**src/rtl/fifo_ser_pkg.sv**
```systemverilog
// fifo_ser_pkg: shared constants and state encodings for the
// FIFO transmit serializer.
package fifo_ser_pkg;

  localparam int DEF_WIDTH        = 8;
  localparam int DEF_CLKS_PER_BIT = 4;

  localparam int STOP_BITS_MIN = 1;
  localparam int STOP_BITS_MAX = 2;

  localparam logic [2:0] ST_IDLE   = 3'd0;
  localparam logic [2:0] ST_POP    = 3'd1;
  localparam logic [2:0] ST_LOAD   = 3'd2;
  localparam logic [2:0] ST_START  = 3'd3;
  localparam logic [2:0] ST_DATA   = 3'd4;
  localparam logic [2:0] ST_PARITY = 3'd5;
  localparam logic [2:0] ST_STOP   = 3'd6;

  typedef enum logic [2:0] {
    S_IDLE   = ST_IDLE,
    S_POP    = ST_POP,
    S_LOAD   = ST_LOAD,
    S_START  = ST_START,
    S_DATA   = ST_DATA,
    S_PARITY = ST_PARITY,
    S_STOP   = ST_STOP
  } state_t;

endpackage

```
**src/rtl/fifo_ser_baud.sv**
```systemverilog
// fifo_ser_baud: per-bit cycle counter; tick marks the last
// cycle of each serial bit period.
module fifo_ser_baud #(
  parameter int clks_per_bit = 4
) (
  input  logic clk,
  input  logic rst,
  input  logic clear,
  input  logic en,
  output logic tick
);

  localparam int CW = $clog2(clks_per_bit * 2);
  localparam logic [CW-1:0] LAST = CW'(clks_per_bit - 1);

  logic [CW-1:0] cnt_q, cnt_d;

  always_comb begin
    tick  = en && (cnt_q == LAST);
    cnt_d = cnt_q;
    if (clear) begin
      cnt_d = '0;
    end else if (en) begin
      cnt_d = tick ? '0 : cnt_q + CW'(1);
    end
  end

  always_ff @(posedge clk) begin
    if (!rst) begin
      cnt_q <= '0;
    end else begin
      cnt_q <= cnt_d;
    end
  end

endmodule

```
**src/rtl/fifo_tx_serializer.sv**
```systemverilog
// fifo_tx_serializer: pops FIFO words and sends each as an
// async serial frame (start, LSB-first data, parity, stop).
module fifo_tx_serializer
  import fifo_ser_pkg::*;
#(
  parameter int width        = DEF_WIDTH,
  parameter int clks_per_bit = DEF_CLKS_PER_BIT,
  parameter int parity_en    = 0,
  parameter int parity_odd   = 0,
  parameter int stop_bits    = 1
) (
  input  logic             clk,
  input  logic             rst,
  input  logic [width-1:0] fifo_out,
  input  logic             fifo_empty,
  output logic             read_en,
  output logic             tx,
  output logic             busy,
  output logic             frame_done
);

  localparam int IW = $clog2(width + 1);
  // Out-of-range stop counts are pinned to the legal range.
  localparam int STOPS =
    (stop_bits > STOP_BITS_MAX) ? STOP_BITS_MAX :
    (stop_bits < STOP_BITS_MIN) ? STOP_BITS_MIN : stop_bits;
  localparam logic [IW-1:0] LAST_BIT  = IW'(width - 1);
  localparam logic [IW-1:0] LAST_STOP = IW'(STOPS - 1);
  localparam logic          PEN       = (parity_en != 0);
  localparam logic          PODD      = (parity_odd != 0);

  state_t           state_q, state_d;
  logic [width-1:0] sh_q, sh_d;
  logic [IW-1:0]    idx_q, idx_d;
  logic             par_q, par_d;
  logic             tx_q, tx_d;
  logic             rd_q, rd_d;
  logic             busy_q, busy_d;
  logic             done_q, done_d;
  logic             b_clear, b_en, b_tick;

  fifo_ser_baud #(
    .clks_per_bit(clks_per_bit)
  ) u_baud (
    .clk  (clk),
    .rst  (rst),
    .clear(b_clear),
    .en   (b_en),
    .tick (b_tick)
  );

  always_comb begin
    state_d = state_q;
    sh_d    = sh_q;
    idx_d   = idx_q;
    par_d   = par_q;
    tx_d    = tx_q;
    rd_d    = 1'b0;
    done_d  = 1'b0;
    b_clear = 1'b0;
    b_en    = 1'b0;
    unique case (state_q)
      S_IDLE: begin
        tx_d    = 1'b1;
        b_clear = 1'b1;
        if (!fifo_empty) begin
          rd_d    = 1'b1;
          state_d = S_POP;
        end
      end
      S_POP: begin
        b_clear = 1'b1;
        state_d = S_LOAD;
      end
      S_LOAD: begin
        b_clear = 1'b1;
        sh_d    = fifo_out;
        tx_d    = 1'b0;
        par_d   = PODD;
        idx_d   = '0;
        state_d = S_START;
      end
      S_START: begin
        b_en = 1'b1;
        if (b_tick) begin
          tx_d    = sh_q[0];
          par_d   = par_q ^ sh_q[0];
          sh_d    = sh_q >> 1;
          idx_d   = '0;
          state_d = S_DATA;
        end
      end
      S_DATA: begin
        b_en = 1'b1;
        if (b_tick) begin
          if (idx_q == LAST_BIT) begin
            idx_d = '0;
            if (PEN) begin
              tx_d    = par_q;
              state_d = S_PARITY;
            end else begin
              tx_d    = 1'b1;
              state_d = S_STOP;
            end
          end else begin
            tx_d  = sh_q[0];
            par_d = par_q ^ sh_q[0];
            sh_d  = sh_q >> 1;
            idx_d = idx_q + IW'(1);
          end
        end
      end
      S_PARITY: begin
        b_en = 1'b1;
        if (b_tick) begin
          tx_d    = 1'b1;
          idx_d   = '0;
          state_d = S_STOP;
        end
      end
      S_STOP: begin
        b_en = 1'b1;
        if (b_tick) begin
          if (idx_q == LAST_STOP) begin
            done_d  = 1'b1;
            state_d = S_IDLE;
          end else begin
            idx_d = idx_q + IW'(1);
          end
        end
      end
      default: begin
        tx_d    = 1'b1;
        state_d = S_IDLE;
      end
    endcase
    busy_d = (state_d != S_IDLE);
  end

  always_ff @(posedge clk) begin
    if (!rst) begin
      state_q <= S_IDLE;
      sh_q    <= '0;
      idx_q   <= '0;
      par_q   <= 1'b0;
      tx_q    <= 1'b1;
      rd_q    <= 1'b0;
      busy_q  <= 1'b0;
      done_q  <= 1'b0;
    end else begin
      state_q <= state_d;
      sh_q    <= sh_d;
      idx_q   <= idx_d;
      par_q   <= par_d;
      tx_q    <= tx_d;
      rd_q    <= rd_d;
      busy_q  <= busy_d;
      done_q  <= done_d;
    end
  end

  assign read_en    = rd_q;
  assign tx         = tx_q;
  assign busy       = busy_q;
  assign frame_done = done_q;

endmodule
```
**config.mk**
```make
export PLATFORM = sky130hd
export DESIGN_NAME = fifo_tx_serializer
export DESIGN_NICKNAME = d
export VERILOG_FILES = /design/src/rtl/fifo_ser_pkg.sv /design/src/rtl/fifo_ser_baud.sv /design/src/rtl/fifo_tx_serializer.sv
export SDC_FILE = /design/constraint.sdc
export NUM_CORES = 1
export LEC_CHECK = 0
export CAP_MARGIN = 20
export CELL_PAD_IN_SITES_DETAIL_PLACEMENT = 1
export CELL_PAD_IN_SITES_GLOBAL_PLACEMENT = 2
export CORE_MARGIN = 4
export CORE_UTILIZATION = 30
export CTS_CLUSTER_DIAMETER = 200
export DETAILED_ROUTE_END_ITERATION = 16
export DONT_BUFFER_PORTS = 1
export PLACE_DENSITY = 0.75
export SLEW_MARGIN = 0
export SYNTH_ARGS = -nofsm -noshare
export SYNTH_HDL_FRONTEND = slang
export SYNTH_SLANG_ARGS = --single-unit
```
**constraint.sdc**
```tcl
create_clock -name clk -period 2 [get_ports clk]
set_input_delay 0.4 -clock clk [delete_from_list [all_inputs] [get_ports clk]]
set_output_delay 0.4 -clock clk [all_outputs]
set_load 0.01 [all_outputs]
```
Word-level counts from Yosys, hierarchy flattened
Cells that the tools add are included.
{ "totals": {"regBits": 22, "input_bits": 11, "word_cells": 71} }
{ "classes": {"add_sub_neg": 2, "n_eq_ne": 15, "mux": 28, "bitwise_logic": 2, "reduce_logical": 16} }
{ "op_table": {"columns": ["cell", "n"], "rows": [
  ["3-bit two-way mux", 8],
  ["8-bit two-way mux", 3],
  ["8-bit case mux with 3 select lines", 1],
  ["3-bit case mux with 7 select lines", 1],
  ["4-bit two-way mux", 5],
  ["4-bit case mux with 4 select lines", 1],
  ["2-bit inequality test (second input constant)", 6],
  ["3-bit by 2-bit == test with 1-bit output (second input constant)", 3],
  ["3-bit == test (second input constant)", 3],
  ["1-bit two-way mux", 8],
  ["4-bit AND reduction", 2],
  ["3-bit nonzero test", 2],
  ["2-bit OR reduction", 3],
  ["1-bit case mux with 5 select lines", 1],
  ["5-bit AND reduction", 1],
  ["4-bit by 1-bit adder with 4-bit output (second input constant)", 1],
  ["4-bit by 3-bit == test with 1-bit output (second input constant)", 1],
  ["4-bit zero test", 1],
  ["4-bit nonzero test", 1],
  ["4-bit OR reduction", 1],
  ["3-bit by 1-bit adder with 3-bit output (second input constant)", 1],
  ["3-bit by 1-bit == test with 1-bit output (second input constant)", 1],
  ["3-bit zero test", 1],
  ["3-bit AND reduction", 1],
  ["other kinds (5)", 6]
]} }

Longest topological paths before layout
Gate-level depths: netlist of the first run.
{ "logic_depth": {"depth_word": 7, "mapped_depth": 6, "depth_no_buf": 6} }

By module
Synthesis of the first run repeated with hierarchy kept, for this count alone.
{ "unflattened": {"cells_unflattened": 137, "hier_area_um2": 1204.9} }
{ "by_module_without_submodules": {"columns": ["mod", "n_inst", "cells_per_inst", "area_each_um2", "seq_area_each_um2"], "rows": [
  ["fifo_tx_serializer", 1, 123, 1069.8, 380.4],
  ["fifo_ser_baud", 1, 14, 135.1, 60.1]
]} }

Worst setup path after synthesis of the first run
Ideal clock, no wire load.
{ "synth_timing": {"kind": "register to register", "from": "reg u_baud.cnt_q[0]", "to": "reg busy_q, in the netlist busy", "setup_ns": 0.122, "t_arrival_ns": 1.445, "required_time_ns": 1.878, "setup_slack_ns": 0.433, "stages_incl_launch_ff": 7, "path_buffers": 1, "path_cell_list": "dfxtp_1 -> ha_1 -> and2b_1 -> buf_4 -> a21oi_2 -> o31a_1 -> a311o_1"} }
{ "synth_between": {"elab_chain_len": 5} }
{ "synth_lines": {"columns": ["element", "line", "text"], "rows": [
  ["from (decl)", "fifo_ser_baud.sv:16", "logic [CW-1:0] cnt_q, cnt_d;"],
  ["from (signal assigned)", "fifo_ser_baud.sv:32", "cnt_q <= cnt_d;"],
  ["3-bit by 2-bit == test with 1-bit output *", "fifo_ser_baud.sv:19", "tick = en && (cnt_q == LAST);"],
  ["1-bit logical AND *", "fifo_ser_baud.sv:19", null],
  ["3-bit two-way mux (on tied branches)", null, null],
  ["3-bit case mux with 7 select lines *", "fifo_tx_serializer.sv:62", "unique case (state_q)"],
  ["3-bit nonzero test *", "fifo_tx_serializer.sv:137", "busy_d = (state_d != S_IDLE);"],
  ["to (signal assigned)", "fifo_tx_serializer.sv:157", "busy_q <= busy_d;"],
  ["to (decl)", "fifo_tx_serializer.sv:38", "logic busy_q, busy_d;"]
]} }
Mark *: on every way between the ends. The rest lies on a longest branch, timed or not.
A chain may end at the register's enable or synchronous reset.

Worst setup path after layout of the first run
Same ends and word-level chain as after synthesis.

==> impl_table.tex, run 1 <==
\begin{tabular}{lr}
\hline
Metric & Value \\
\hline
\multicolumn{2}{l}{\textbf{Timing}} \\
Total Negative Setup Slacks & 0 ns \\
F\_max & 560.7 MHz \\
Fin crit share & 89.18\% \\
Final hold violation count & 0 \\
Pin slew with the least headroom to its limit & 0.5504 ns \\
Final-layout worst hold slack & 0.2326 ns \\
Unrepaired setup endpoints after global routing & false \\
Max\_slew headroom & 63.26\% \\
Final setup violation count & 0 \\
Number of pins exceeding their max-slew limit in the final report & 0 \\
Shortest clock period the worst path allows after layout & 1.784 ns \\
Clock tree skew after final layout & 0.002101 ns \\
\multicolumn{2}{l}{\textbf{Routing}} \\
Antenna viol nets, final & 0 \\
Average vias per placed instance & 5.449 \\
Via count & 1,019 \\
Number of DRC violations after detailed routing & 0 \\
Initial DRC Count & 57 \\
Drt wl/cell & 16.16 µm \\
DRT Wirelength & 3022 µm \\
Detailed-router iteration count before antenna repair & 4 \\
\multicolumn{2}{l}{\textbf{Power}} \\
Maximum resistive drop on vdd & 356.2 µV \\
Power Dens Cells & 700.2 nW/µm² \\
Leakage power figure & 0.5592 nW \\
\multicolumn{2}{l}{\textbf{Layout}} \\
Fin nets & 152 \\
Antenna diode count & 0 \\
Layout overhead on the synthesized area & 7.571\% \\
Total area of multi-input combinational cells & 750.7 µm² \\
Finished Layout Cells & 187 \\
FILL cells & 467 \\
Share of layout cells above drive strength 1 & 13.87\% \\
Area of all sequential standard cells & 440.4 µm² \\
Fraction of the core area covered by cells at the end of the flow & 33.73\% \\
\multicolumn{2}{l}{\textbf{Yosys}} \\
Main area contributors after synthesis & sky130\_fd\_sc\_hd\_\_dfxtp\_1 (35\%), sky130\_fd\_sc\_hd\_\_mux2i\_1 (7.1\%), sky130\_fd\_sc\_hd\_\_o31ai\_1 (4.7\%) \\
Cell taking the most area after synthesis & sky130\_fd\_sc\_hd\_\_dfxtp\_1 \\
Mux share of post-synthesis cell area & 7.965\% \\
Xor and xnor fraction of the mapped netlist area & 0.6883\% \\
Register bit count reported by yosys & 22 \\
Predominant post-synthesis flop cell & sky130\_fd\_sc\_hd\_\_dfxtp\_1 \\
Synthesized cell area & 1272 µm² \\
Adder-Cell Fraction of Synth Area & 3.736\% \\
Cells after synthesis & 137 \\
Part of the Yosys area used for sequential elements & 34.61\% \\
Most used standard cells in the synthesized netlist & sky130\_fd\_sc\_hd\_\_dfxtp\_1 (22), sky130\_fd\_sc\_hd\_\_mux2i\_1 (9), sky130\_fd\_sc\_hd\_\_a21oi\_1 (8), sky130\_fd\_sc\_hd\_\_o31ai\_1 (8), sky130\_fd\_sc\_hd\_\_nand2\_1 (7) \\
Complex-gate fraction of the synthesized area & 25.47\% \\
Library cell with the highest instance count after synthesis & sky130\_fd\_sc\_hd\_\_dfxtp\_1 \\
Area share of and/or/nand/nor cells after synthesis & 21.14\% \\
Number of flops mapped to enable cells by yosys & 0 \\
Share of the synthesized area in the top cell type & 34.61\% \\
Post-synthesis average cell area & 9.288 µm² \\
Syn\_nets & 151 \\
Number of unique standard cell types used by synthesis & 51 \\
Async set-or-reset flop fraction in the synthesized netlist & 0\% \\
Combinational family with the most area after synthesis & compound AO/OA/AOI/OAI gates \\
Yosys warnings & 0 \\
\multicolumn{2}{l}{\textbf{Job}} \\
Count of maximum capacitance violations & 0 \\
\multicolumn{2}{l}{\textbf{GRT}} \\
Busiest layer in global routing & met2 \\
Vias in the first global route & 1,082 \\
Met2 demand-to-capacity share in global routing & 20.16\% \\
Initial antenna violation count & 0 \\
Aggregate global-route resource usage & 13.00\% \\
GRT met3 Usage & 3.306\% \\
First-pass GRT wire length & 5416 µm \\
Grt ovf & 0 \\
Pin count of the biggest net entering global routing & 25 \\
Global Route met1 Usage & 17.36\% \\
\multicolumn{2}{l}{\textbf{Setup path}} \\
Cell with the biggest individual delay on the critical path & sky130\_fd\_sc\_hd\_\_dfxtp\_1 \\
Critical Path Start & u\_baud.cnt\_q[0]\$\_SDFFE\_PP0P\_ \\
Category of the worst setup path capture point & flip-flop \\
Data arrival at the endpoint of the critical path & 1.94 ns \\
Biggest cell delay along the critical path & 0.37 ns \\
Number of buffer and inverter instances along the worst setup path & 0 \\
Critical path class & flip-flop to flip-flop \\
Family with the most delay on the worst path & compound AO/OA/AOI/OAI gates \\
Worst Path Max Fanout & 11 \\
Worst-path cell chain & ha\_1, and2b\_1, a21oi\_2, o31a\_1, a311o\_1 \\
Required time worst endpoint & 2.15 ns \\
Startpoint kind of the worst setup timing path & flip-flop \\
Startpoint of the worst register-to-register path & u\_baud.cnt\_q[0]\$\_SDFFE\_PP0P\_ \\
\multicolumn{2}{l}{\textbf{Hold path}} \\
Critical hold path startpoint & rst \\
Path class of the lowest-slack min-delay path & input port to flip-flop \\
\multicolumn{2}{l}{\textbf{Clocking}} \\
Max clock buf depth & 2 \\
Resized Gates After CTS & 0 \\
Num Clock Sinks & 22 \\
CTS tree & built \\
Quantity of hold-fixing buffers added after cts & 0 \\
Number of buffers added for setup after CTS & 0 \\
Clock buffers created by TritonCTS & 3 \\
Insertion delay to the later sink of the worst-skew pair & 0.26 ns \\
H-tree depth reported by CTS & 1 \\
Clock input transition at the sequential cells of the worst setup and hold paths & 0.08 ns \\
Clock tree root buffer cell & sky130\_fd\_sc\_hd\_\_clkbuf\_8 \\
\multicolumn{2}{l}{\textbf{Die}} \\
Floorplan die area & 5347 µm² \\
Standard-cell row count & 23 \\
Top-level port count & 15 \\
Horizontal extent of the die & 73.13 µm \\
Vert. Die Dim & 73.13 µm \\
Initial core utilization & 31.36\% \\
Core region area & 4058 µm² \\
\multicolumn{2}{l}{\textbf{Place}} \\
Post-detailed-placement half-perimeter wirelength & 2262 µm \\
Port buffer count & 0 \\
Total instance count after detailed placement & 183 \\
Gpl congestion & 0.8041 \\
\multicolumn{2}{l}{\textbf{Run status}} \\
Outcome & complete, no violations \\
\hline
\end{tabular}
[cells by family (layout without fill, tap and decap cells)]
group	count (synthesis)	after routing
compound gates	44	44
simple gates	42	42
flops	22	22
buf+inv	14	14
mux	10	10
fa+ha+maj	4	4
xor+xnor	1	1
[final cells by class]
type                            instances  area share [%]
Multi-Input combinational cell        101           54.84
Sequential cell                        22           32.18
Tap cell                               50           4.570
Clock buffer                            4           4.022
Timing Repair Buffer                    6           3.291
Inverter                                4           1.097
[final timing paths]
path | to | slack (ns) | depth (start not counted)
max | busy$_SDFF_PN0_ | 0.22 | 5
min | tx$_SDFFE_PN1P_ | 0.23 | 1
max reg2reg | busy$_SDFF_PN0_ | 0.22 | 5
min reg2reg | u_baud.cnt_q[2]$_SDFFE_PP0P_ | 0.46 | 2
[metrics by stage]
| step | worst slack (ns) | area [µm²] | power [mW] |
|---|---|---|---|
| final | 0.2164 | 1369 | 0.9584 |
| after CTS | 0.2247 | 1369 | 0.9813 |
| after global routing | 0.1011 | 1369 | 1.019 |
| after detailed placement | 0.2428 | 1314 | 0.6472 |
| after global placement | 0.3249 | 1314 | 0.6439 |
| after floorplan | 0.4331 | 1272 | 0.6195 |
[where the power goes]
part           total (mW)  internal, mW  switching, mW
Clock               0.322         0.176          0.147
Sequential          0.503         0.468         0.0357
Combinational       0.133        0.0699         0.0627
Total               0.958         0.713          0.245
[placed cells by master (no fill, tap or decap), types with 3 or more instances in the layout]
master,Yosys,routed
sky130_fd_sc_hd__a21oi_1,8,8
sky130_fd_sc_hd__and3_1,3,3
sky130_fd_sc_hd__buf_4,5,6
sky130_fd_sc_hd__clkbuf_8,0,4
sky130_fd_sc_hd__dfxtp_1,22,22
sky130_fd_sc_hd__ha_1,3,3
sky130_fd_sc_hd__inv_1,4,4
sky130_fd_sc_hd__mux2i_1,9,9
sky130_fd_sc_hd__nand2_1,7,7
sky130_fd_sc_hd__nand2b_1,3,3
sky130_fd_sc_hd__nand3_1,3,3
sky130_fd_sc_hd__nor2_1,6,6
sky130_fd_sc_hd__nor2b_1,6,6
sky130_fd_sc_hd__o21ai_0,5,5
sky130_fd_sc_hd__o31ai_1,8,8
[state kept, by name (all words and copies together), names as in the netlist]
register,flops
read_en,1
frame_done,1
sh_q,8
state_q,3
u_baud.cnt_q,3
busy,1
idx_q,4
tx,1
[per-layer routing]
layer	up-vias	part of all wire [%]
li1	508	-
met1	488	50
met2	19	45
met3	4	3.3
met4	0	1.3
met5	-	0
No activity file was read; power rests on OpenSTA's default activity.
==> inputs of run 2 (changes only) <==
CTS_CLUSTER_DIAMETER = not set   (was 200)
DONT_BUFFER_PORTS = not set   (was 1)
PLACE_DENSITY = 0.82   (was 0.75)
clock period = 1.7 ns   (was 2 ns; I/O delays follow)
==> impl_table.tex, run 2 (synthesis gave the netlist of run 1 again) <==
\begin{tabular}{lr}
\hline
Metric & Value \\
\hline
\multicolumn{2}{l}{\textbf{Setup path}} \\
Cell with the biggest individual delay on the critical path & sky130\_fd\_sc\_hd\_\_dfxtp\_2 (was sky130\_fd\_sc\_hd\_\_dfxtp\_1) \\
Worst Path Max Fanout & 6 (was 11) \\
Required time worst endpoint & 1.86 ns (was 2.15 ns) \\
Count of cells along the worst register-to-register path & 5 (unchanged) \\
Number of buffer and inverter instances along the worst setup path & 0 (unchanged) \\
Family with the most delay on the worst path & compound AO/OA/AOI/OAI gates (unchanged) \\
Startpoint kind of the worst setup timing path & flip-flop (unchanged) \\
Endpoint of the worst register-to-register path & busy\$\_SDFF\_PN0\_ (unchanged) \\
Category of the worst setup path capture point & flip-flop (unchanged) \\
Reg-to-reg setup timing slack & 0.06 ns (was 0.22 ns) \\
Startpoint of the worst register-to-register path & u\_baud.cnt\_q[0]\$\_SDFFE\_PP0P\_ (unchanged) \\
Worst-path cell chain & ha\_4, nand2b\_2, a22o\_1, a32o\_2, a311o\_1 (was ha\_1, and2b\_1, a21oi\_2, o31a\_1, a311o\_1) \\
Critical path class & flip-flop to flip-flop (unchanged) \\
Biggest cell delay along the critical path & 0.36 ns (was 0.37 ns) \\
Data arrival at the endpoint of the critical path & 1.80 ns (was 1.94 ns) \\
\multicolumn{2}{l}{\textbf{Hold path}} \\
Hold depth & 2 (was 1) \\
Capture endpoint of the worst hold path & u\_baud.cnt\_q[2]\$\_SDFFE\_PP0P\_ (was tx\$\_SDFFE\_PN1P\_) \\
Critical hold path startpoint & u\_baud.cnt\_q[2]\$\_SDFFE\_PP0P\_ (was rst) \\
Path class of the lowest-slack min-delay path & flip-flop to flip-flop (was input port to flip-flop) \\
\multicolumn{2}{l}{\textbf{Timing}} \\
Final-layout worst hold slack & 0.4439 ns (was 0.2326 ns) \\
Final hold violation count & 0 (unchanged) \\
Max\_slew headroom & 77.53\% (was 63.26\%) \\
Number of pins exceeding their max-slew limit in the final report & 0 (unchanged) \\
Shortest clock period the worst path allows after layout & 1.643 ns (was 1.784 ns) \\
Final Worst Setup Slack & 0.05694 ns (was 0.2164 ns) \\
Final setup violation count & 0 (unchanged) \\
Clock tree skew after final layout & 0.001906 ns (was 0.002101 ns) \\
Fin crit share & 96.65\% (was 89.18\%) \\
Unrepaired setup endpoints after global routing & false (unchanged) \\
Total Negative Setup Slacks & 0 ns (unchanged) \\
Pin slew with the least headroom to its limit & 0.3371 ns (was 0.5504 ns) \\
F\_max & 608.6 MHz (was 560.7 MHz) \\
\multicolumn{2}{l}{\textbf{Layout}} \\
Layout overhead on the synthesized area & 34.12\% (was 7.571\%) \\
Most frequent standard cell in the layout excluding fill and tap cells & sky130\_fd\_sc\_hd\_\_buf\_4 (was sky130\_fd\_sc\_hd\_\_dfxtp\_1) \\
FILL cells & 460 (was 467) \\
Total area of multi-input combinational cells & 805.8 µm² (was 750.7 µm²) \\
Regs by FF count & sh\_q: 8 flops, idx\_q: 4 flops (unchanged) \\
Most frequent cells in the layout & sky130\_fd\_sc\_hd\_\_buf\_4 (20), sky130\_fd\_sc\_hd\_\_dfxtp\_1 (17), sky130\_fd\_sc\_hd\_\_clkdlybuf4s50\_1 (14), sky130\_fd\_sc\_hd\_\_mux2i\_1 (9), sky130\_fd\_sc\_hd\_\_a21oi\_1 (8) (was sky130\_fd\_sc\_hd\_\_dfxtp\_1 (22), sky130\_fd\_sc\_hd\_\_mux2i\_1 (9), sky130\_fd\_sc\_hd\_\_o31ai\_1 (8), sky130\_fd\_sc\_hd\_\_a21oi\_1 (8), sky130\_fd\_sc\_hd\_\_nand2\_1 (7)) \\
Antenna diode count & 0 (unchanged) \\
Largest register by flop count & sh\_q (unchanged) \\
Fin nets & 182 (was 152) \\
Share of layout cells above drive strength 1 & 30.54\% (was 13.87\%) \\
Area of all sequential standard cells & 446.7 µm² (was 440.4 µm²) \\
Max FFs per register & 8 (unchanged) \\
\multicolumn{2}{l}{\textbf{Clocking}} \\
CTS tree & built (unchanged) \\
H-tree depth reported by CTS & 1 (unchanged) \\
Max clock buf depth & 2 (unchanged) \\
Clock input transition at the sequential cells of the worst setup and hold paths & 0.08 ns (about the same) \\
Clock buffers created by TritonCTS & 3 (unchanged) \\
Num Clock Sinks & 22 (unchanged) \\
Clock tree root buffer cell & sky130\_fd\_sc\_hd\_\_clkbuf\_8 (unchanged) \\
Quantity of hold-fixing buffers added after cts & 0 (unchanged) \\
Insertion delay to the later sink of the worst-skew pair & 0.27 ns (was 0.26 ns) \\
\multicolumn{2}{l}{\textbf{Place}} \\
Gpl congestion & 0.7812 (was 0.8041) \\
Port buffer count & 14 (was 0) \\
Post-detailed-placement half-perimeter wirelength & 2520 µm (was 2262 µm) \\
Setup slack at placement & -0.05966 ns (was 0.2428 ns) \\
\multicolumn{2}{l}{\textbf{GRT}} \\
Aggregate global-route resource usage & 13.95\% (was 13.00\%) \\
Initial antenna violation count & 0 (unchanged) \\
Grt ovf & 0 (unchanged) \\
Pin count of the biggest net entering global routing & 18 (was 25) \\
First-pass GRT wire length & 5961 µm (was 5416 µm) \\
Vias in the first global route & 1,225 (was 1,082) \\
\multicolumn{2}{l}{\textbf{Power}} \\
Total power of the final layout & 1.233 mW (was 0.9584 mW) \\
Power Dens Cells & 722.4 nW/µm² (was 700.2 nW/µm²) \\
Maximum resistive drop on vdd & 331.7 µV (was 356.2 µV) \\
Leakage power figure & 0.7020 nW (was 0.5592 nW) \\
\multicolumn{2}{l}{\textbf{Routing}} \\
Average vias per placed instance & 5.300 (was 5.449) \\
Antenna viol nets, final & 0 (unchanged) \\
DRT Wirelength & 3469 µm (was 3022 µm) \\
Via count & 1,150 (was 1,019) \\
Initial DRC Count & 64 (was 57) \\
Detailed-router iteration count before antenna repair & 4 (unchanged) \\
Number of DRC violations after detailed routing & 0 (unchanged) \\
Drt wl/cell & 15.99 µm (was 16.16 µm) \\
\multicolumn{2}{l}{\textbf{Die}} \\
Initial core utilization & 31.36\% (unchanged) \\
Standard-cell row count & 23 (unchanged) \\
Floorplan die area & 5347 µm² (unchanged) \\
Core region area & 4058 µm² (unchanged) \\
Horizontal extent of the die & 73.13 µm (unchanged) \\
Vert. Die Dim & 73.13 µm (unchanged) \\
Top-level port count & 15 (unchanged) \\
\multicolumn{2}{l}{\textbf{Job}} \\
Count of maximum capacitance violations & 0 (unchanged) \\
\multicolumn{2}{l}{\textbf{Run status}} \\
Outcome & complete, no violations (unchanged) \\
\hline
\end{tabular}
==> run 2: cell types whose count changed in the layout (fill, tap and decap cells not counted), sizes merged <==
cell / change
clkdlybuf4s50: +14
buf: +16
==> run 2: final cells by class <==
| cell class | count | area share [%] |
|---|---|---|
| Inverter | 4 | 0.8798 |
| Timing Repair Buffer | 36 | 18.84 |
| Clock buffer | 4 | 3.226 |
| Tap cell | 50 | 3.666 |
| Multi-Input combinational cell | 101 | 47.21 |
| Sequential cell | 22 | 26.17 |
==> run 2: worst max-delay path by stage <==
stage                                      start               endpoint  slack, ns  depth (start not counted)
CTS                 u_baud.cnt_q[0]$_SDFFE_PP0P_        busy$_SDFF_PN0_       0.02                          5
detailed placement  u_baud.cnt_q[0]$_SDFFE_PP0P_  idx_q[3]$_SDFFE_PN0P_      -0.06                          6
finish              u_baud.cnt_q[0]$_SDFFE_PP0P_        busy$_SDFF_PN0_       0.06                          5
floorplan           u_baud.cnt_q[0]$_SDFFE_PP0P_        busy$_SDFF_PN0_       0.13                          6
global route        u_baud.cnt_q[0]$_SDFFE_PP0P_        busy$_SDFF_PN0_      0.001                          5
global placement                      fifo_empty        busy$_SDFF_PN0_      0.001                          5
==> run 2: where the power goes <==
group	leakage, nW	internal, mW	switching [mW]
Sequential	0.182	0.551	0.0355
Combinational	0.491	0.148	0.109
Clock	0.0288	0.207	0.183
==> run 2: stage by stage <==
| stage | cell area, µm² | cells | utilization, % |
|---|---|---|---|
| floorplan | 1272 | 137 | - |
| global placement | 1556 | 209 | 38.36 |
| detailed placement | 1556 | 209 | 38.36 |
| CTS | 1629 | 214 | 40.15 |
| global route | 1707 | 217 | 42.06 |
| finish | 1707 | 217 | 42.06 |
==> run 2: metal layers <==
| layer | GRT usage [%] | share of wire (%) | vias up |
|---|---|---|---|
| li1 | - | - | 567 |
| met1 | 18.17 | 46 | 561 |
| met2 | 23.93 | 51 | 20 |
| met3 | 2.342 | 2.4 | 2 |
| met4 | 3.074 | 0.78 | 0 |
| met5 | 0 | 0 | - |
==> run 2: tightest hold or removal path: cells and delay by family, from the launching register on <==
family | cells | cell delay (ns)
flops | 1 | 0.32
simple gates | 2 | 0.08
==> run 2: what timing repair did <==
item | CTS | global route
buffers inserted | 1 | 3
endpoints found under the setup margin | 2 | 12
gates resized for setup | 3 | 18
gates cloned | 0 | 0
pin swaps | 0 | 5
==> inputs of run 3 (changes only) <==
CORE_MARGIN = 5   (was 4)
SKIP_LAST_GASP = 1   (was not set)
==> impl_table.tex, run 3 (synthesis gave the netlist of run 1 again) <==
\begin{tabular}{lr}
\hline
Metric & Value \\
\hline
\multicolumn{2}{l}{\textbf{Place}} \\
Post-detailed-placement half-perimeter wirelength & 2602 µm (was 2520 µm) \\
Total instance count after detailed placement & 208 (was 209) \\
Port buffer count & 14 (unchanged) \\
Total cell area at the placement stage & 1549 µm² (was 1556 µm²) \\
Gpl congestion & 0.7623 (was 0.7812) \\
Setup slack at placement & -0.05585 ns (was -0.05966 ns) \\
\multicolumn{2}{l}{\textbf{Setup path}} \\
Critical path class & flip-flop to flip-flop (unchanged) \\
Reg-to-reg setup timing slack & 0.07 ns (was 0.06 ns) \\
Data arrival at the endpoint of the critical path & 1.78 ns (was 1.80 ns) \\
Category of the worst setup path capture point & flip-flop (unchanged) \\
Number of buffer and inverter instances along the worst setup path & 1 (was 0) \\
Cell with the biggest individual delay on the critical path & sky130\_fd\_sc\_hd\_\_dfxtp\_1 (was sky130\_fd\_sc\_hd\_\_dfxtp\_2) \\
Worst-path cell chain & inv\_1, ha\_1, nor3b\_4, a21oi\_2, o31a\_1, a311o\_1 (was ha\_4, nand2b\_2, a22o\_1, a32o\_2, a311o\_1) \\
Biggest cell delay along the critical path & 0.32 ns (was 0.36 ns) \\
WP depth & 6 (was 5) \\
Required time worst endpoint & 1.85 ns (was 1.86 ns) \\
Startpoint kind of the worst setup timing path & flip-flop (unchanged) \\
Worst Path Max Fanout & 4 (was 6) \\
Family with the most delay on the worst path & compound AO/OA/AOI/OAI gates (unchanged) \\
Count of cells along the worst register-to-register path & 6 (was 5) \\
\multicolumn{2}{l}{\textbf{Clocking}} \\
CTS tree & built (unchanged) \\
Clock tree root buffer cell & sky130\_fd\_sc\_hd\_\_clkbuf\_8 (unchanged) \\
Num Clock Sinks & 22 (unchanged) \\
Clock input transition at the sequential cells of the worst setup and hold paths & 0.09 ns (was 0.08 ns) \\
Clock buffers created by TritonCTS & 3 (unchanged) \\
Quantity of hold-fixing buffers added after cts & 0 (unchanged) \\
Insertion delay to the later sink of the worst-skew pair & 0.27 ns (about the same) \\
H-tree depth reported by CTS & 1 (unchanged) \\
Max clock buf depth & 2 (unchanged) \\
\multicolumn{2}{l}{\textbf{GRT}} \\
Vias in the first global route & 1,259 (was 1,225) \\
Pin count of the biggest net entering global routing & 19 (was 18) \\
Grt ovf & 0 (unchanged) \\
Initial antenna violation count & 0 (unchanged) \\
Aggregate global-route resource usage & 13.36\% (was 13.95\%) \\
First-pass GRT wire length & 5858 µm (was 5961 µm) \\
\multicolumn{2}{l}{\textbf{Die}} \\
Vert. Die Dim & 75.13 µm (was 73.13 µm) \\
Standard-cell row count & 23 (unchanged) \\
Top-level port count & 15 (unchanged) \\
Floorplan die area & 5644 µm² (was 5347 µm²) \\
Initial core utilization & 31.36\% (unchanged) \\
Horizontal extent of the die & 75.13 µm (was 73.13 µm) \\
Core region area & 4058 µm² (unchanged) \\
\multicolumn{2}{l}{\textbf{Hold path}} \\
Hold depth & 2 (unchanged) \\
Path class of the lowest-slack min-delay path & flip-flop to flip-flop (unchanged) \\
\multicolumn{2}{l}{\textbf{Power}} \\
Maximum resistive drop on vdd & 275.8 µV (was 331.7 µV) \\
Sequential cell fraction of total power & 48.3\% (was 47.6\%) \\
Leakage power figure & 0.6896 nW (was 0.7020 nW) \\
Total power of the final layout & 1.218 mW (was 1.233 mW) \\
Clock network fraction of total power & 31.9\% (was 31.6\%) \\
Power Dens Cells & 733.6 nW/µm² (was 722.4 nW/µm²) \\
Logic pwr share & 19.8\% (was 20.8\%) \\
Net Switching & 0.3217 mW (was 0.3275 mW) \\
Switching Fraction & 26.41\% (was 26.56\%) \\
Internal power & 0.8963 mW (was 0.9054 mW) \\
\multicolumn{2}{l}{\textbf{Routing}} \\
DRT Wirelength & 3497 µm (was 3469 µm) \\
Initial DRC Count & 76 (was 64) \\
Antenna viol nets, final & 0 (unchanged) \\
Detailed-router iteration count before antenna repair & 4 (unchanged) \\
Average vias per placed instance & 5.447 (was 5.300) \\
Drt wl/cell & 16.27 µm (was 15.99 µm) \\
Via count & 1,171 (was 1,150) \\
Number of DRC violations after detailed routing & 0 (unchanged) \\
\multicolumn{2}{l}{\textbf{Timing}} \\
Total Negative Setup Slacks & 0 ns (unchanged) \\
Final Worst Setup Slack & 0.06903 ns (was 0.05694 ns) \\
Clock tree skew after final layout & 0.005317 ns (was 0.001906 ns) \\
Final-layout worst hold slack & 0.4586 ns (was 0.4439 ns) \\
Fin crit share & 95.94\% (was 96.65\%) \\
Pin slew with the least headroom to its limit & 0.3703 ns (was 0.3371 ns) \\
Final setup violation count & 0 (unchanged) \\
Shortest clock period the worst path allows after layout & 1.631 ns (was 1.643 ns) \\
Number of pins exceeding their max-slew limit in the final report & 0 (unchanged) \\
Max\_slew headroom & 75.12\% (was 77.53\%) \\
Final hold violation count & 0 (unchanged) \\
F\_max & 613.1 MHz (was 608.6 MHz) \\
\multicolumn{2}{l}{\textbf{Layout}} \\
Regs by FF count & sh\_q: 8 flops, idx\_q: 4 flops (unchanged) \\
Share of layout cells above drive strength 1 & 24.24\% (was 30.54\%) \\
Fin nets & 180 (was 182) \\
Most frequent standard cell in the layout excluding fill and tap cells & sky130\_fd\_sc\_hd\_\_buf\_4 (unchanged) \\
Max FFs per register & 8 (unchanged) \\
Finished Layout Cells & 215 (was 217) \\
Final Instance Area & 1660 µm² (was 1707 µm²) \\
Fraction of the core area covered by cells at the end of the flow & 40.92\% (was 42.06\%) \\
Most frequent cells in the layout & sky130\_fd\_sc\_hd\_\_buf\_4 (19), sky130\_fd\_sc\_hd\_\_dfxtp\_1 (18), sky130\_fd\_sc\_hd\_\_clkdlybuf4s50\_1 (14), sky130\_fd\_sc\_hd\_\_mux2i\_1 (9) (was sky130\_fd\_sc\_hd\_\_buf\_4 (20), sky130\_fd\_sc\_hd\_\_dfxtp\_1 (17), sky130\_fd\_sc\_hd\_\_clkdlybuf4s50\_1 (14), sky130\_fd\_sc\_hd\_\_mux2i\_1 (9), sky130\_fd\_sc\_hd\_\_a21oi\_1 (8)) \\
Antenna diode count & 0 (unchanged) \\
Layout overhead on the synthesized area & 30.48\% (was 34.12\%) \\
Largest register by flop count & sh\_q (unchanged) \\
\multicolumn{2}{l}{\textbf{Job}} \\
Count of maximum capacitance violations & 0 (unchanged) \\
\multicolumn{2}{l}{\textbf{Run status}} \\
Outcome & complete, no violations (unchanged) \\
\hline
\end{tabular}
[run 3: path summary, 6_finish.rpt]
path	endpoint	start
worst max-delay path	busy$_SDFF_PN0_	idx_q[0]$_SDFFE_PN0P_
worst min-delay path	u_baud.cnt_q[2]$_SDFFE_PP0P_	u_baud.cnt_q[2]$_SDFFE_PP0P_
worst min register to register	u_baud.cnt_q[2]$_SDFFE_PP0P_	u_baud.cnt_q[2]$_SDFFE_PP0P_
worst max register to register	busy$_SDFF_PN0_	idx_q[0]$_SDFFE_PN0P_
[run 3: per-layer routing]
metal	global-route usage [%]	routed length [µm]	up-vias	part of all wire (%)
li1	-	-	567	-
met1	16.75	1591	579	45
met2	22.82	1776	20	51
met3	2.270	79	5	2.3
met4	4.941	49	0	1.4
met5	0	0	-	0
[run 3: power groups by stage]
stage / registers, mW / logic (mW) / clock network (mW)
4_1_cts: 0.587 / 0.242 / 0.404
6_report: 0.588 / 0.242 / 0.388
3_5_place_dp: 0.599 / 0.240 / 0
5_1_grt: 0.595 / 0.265 / 0.424
3_3_place_gp: 0.595 / 0.231 / 0
2_1_floorplan: 0.584 / 0.144 / 0
[run 3: cell type report]
| type | instances | area, µm² |
|---|---|---|
| inverters | 4 | 15.01 |
| fillers | 450 | 2397 |
| repair buffers | 34 | 302.8 |
| well taps | 50 | 62.56 |
| clock buffers | 4 | 55.05 |
| flip-flops and latches | 22 | 445.4 |
| multi-input cells | 101 | 779.5 |
[run 3: timing repair]
action	4_1_cts	5_1_grt
gates resized for setup	2	9
pin swaps	0	2
endpoints found under the setup margin	2	11
setup buffers	1	2
[run 3: worst min-delay path, stage by stage, from the launching register on]
cell and delay, ns:
sky130_fd_sc_hd__dfxtp_1 0.33, sky130_fd_sc_hd__nand2_1 0.06, sky130_fd_sc_hd__nor2_1 0.04
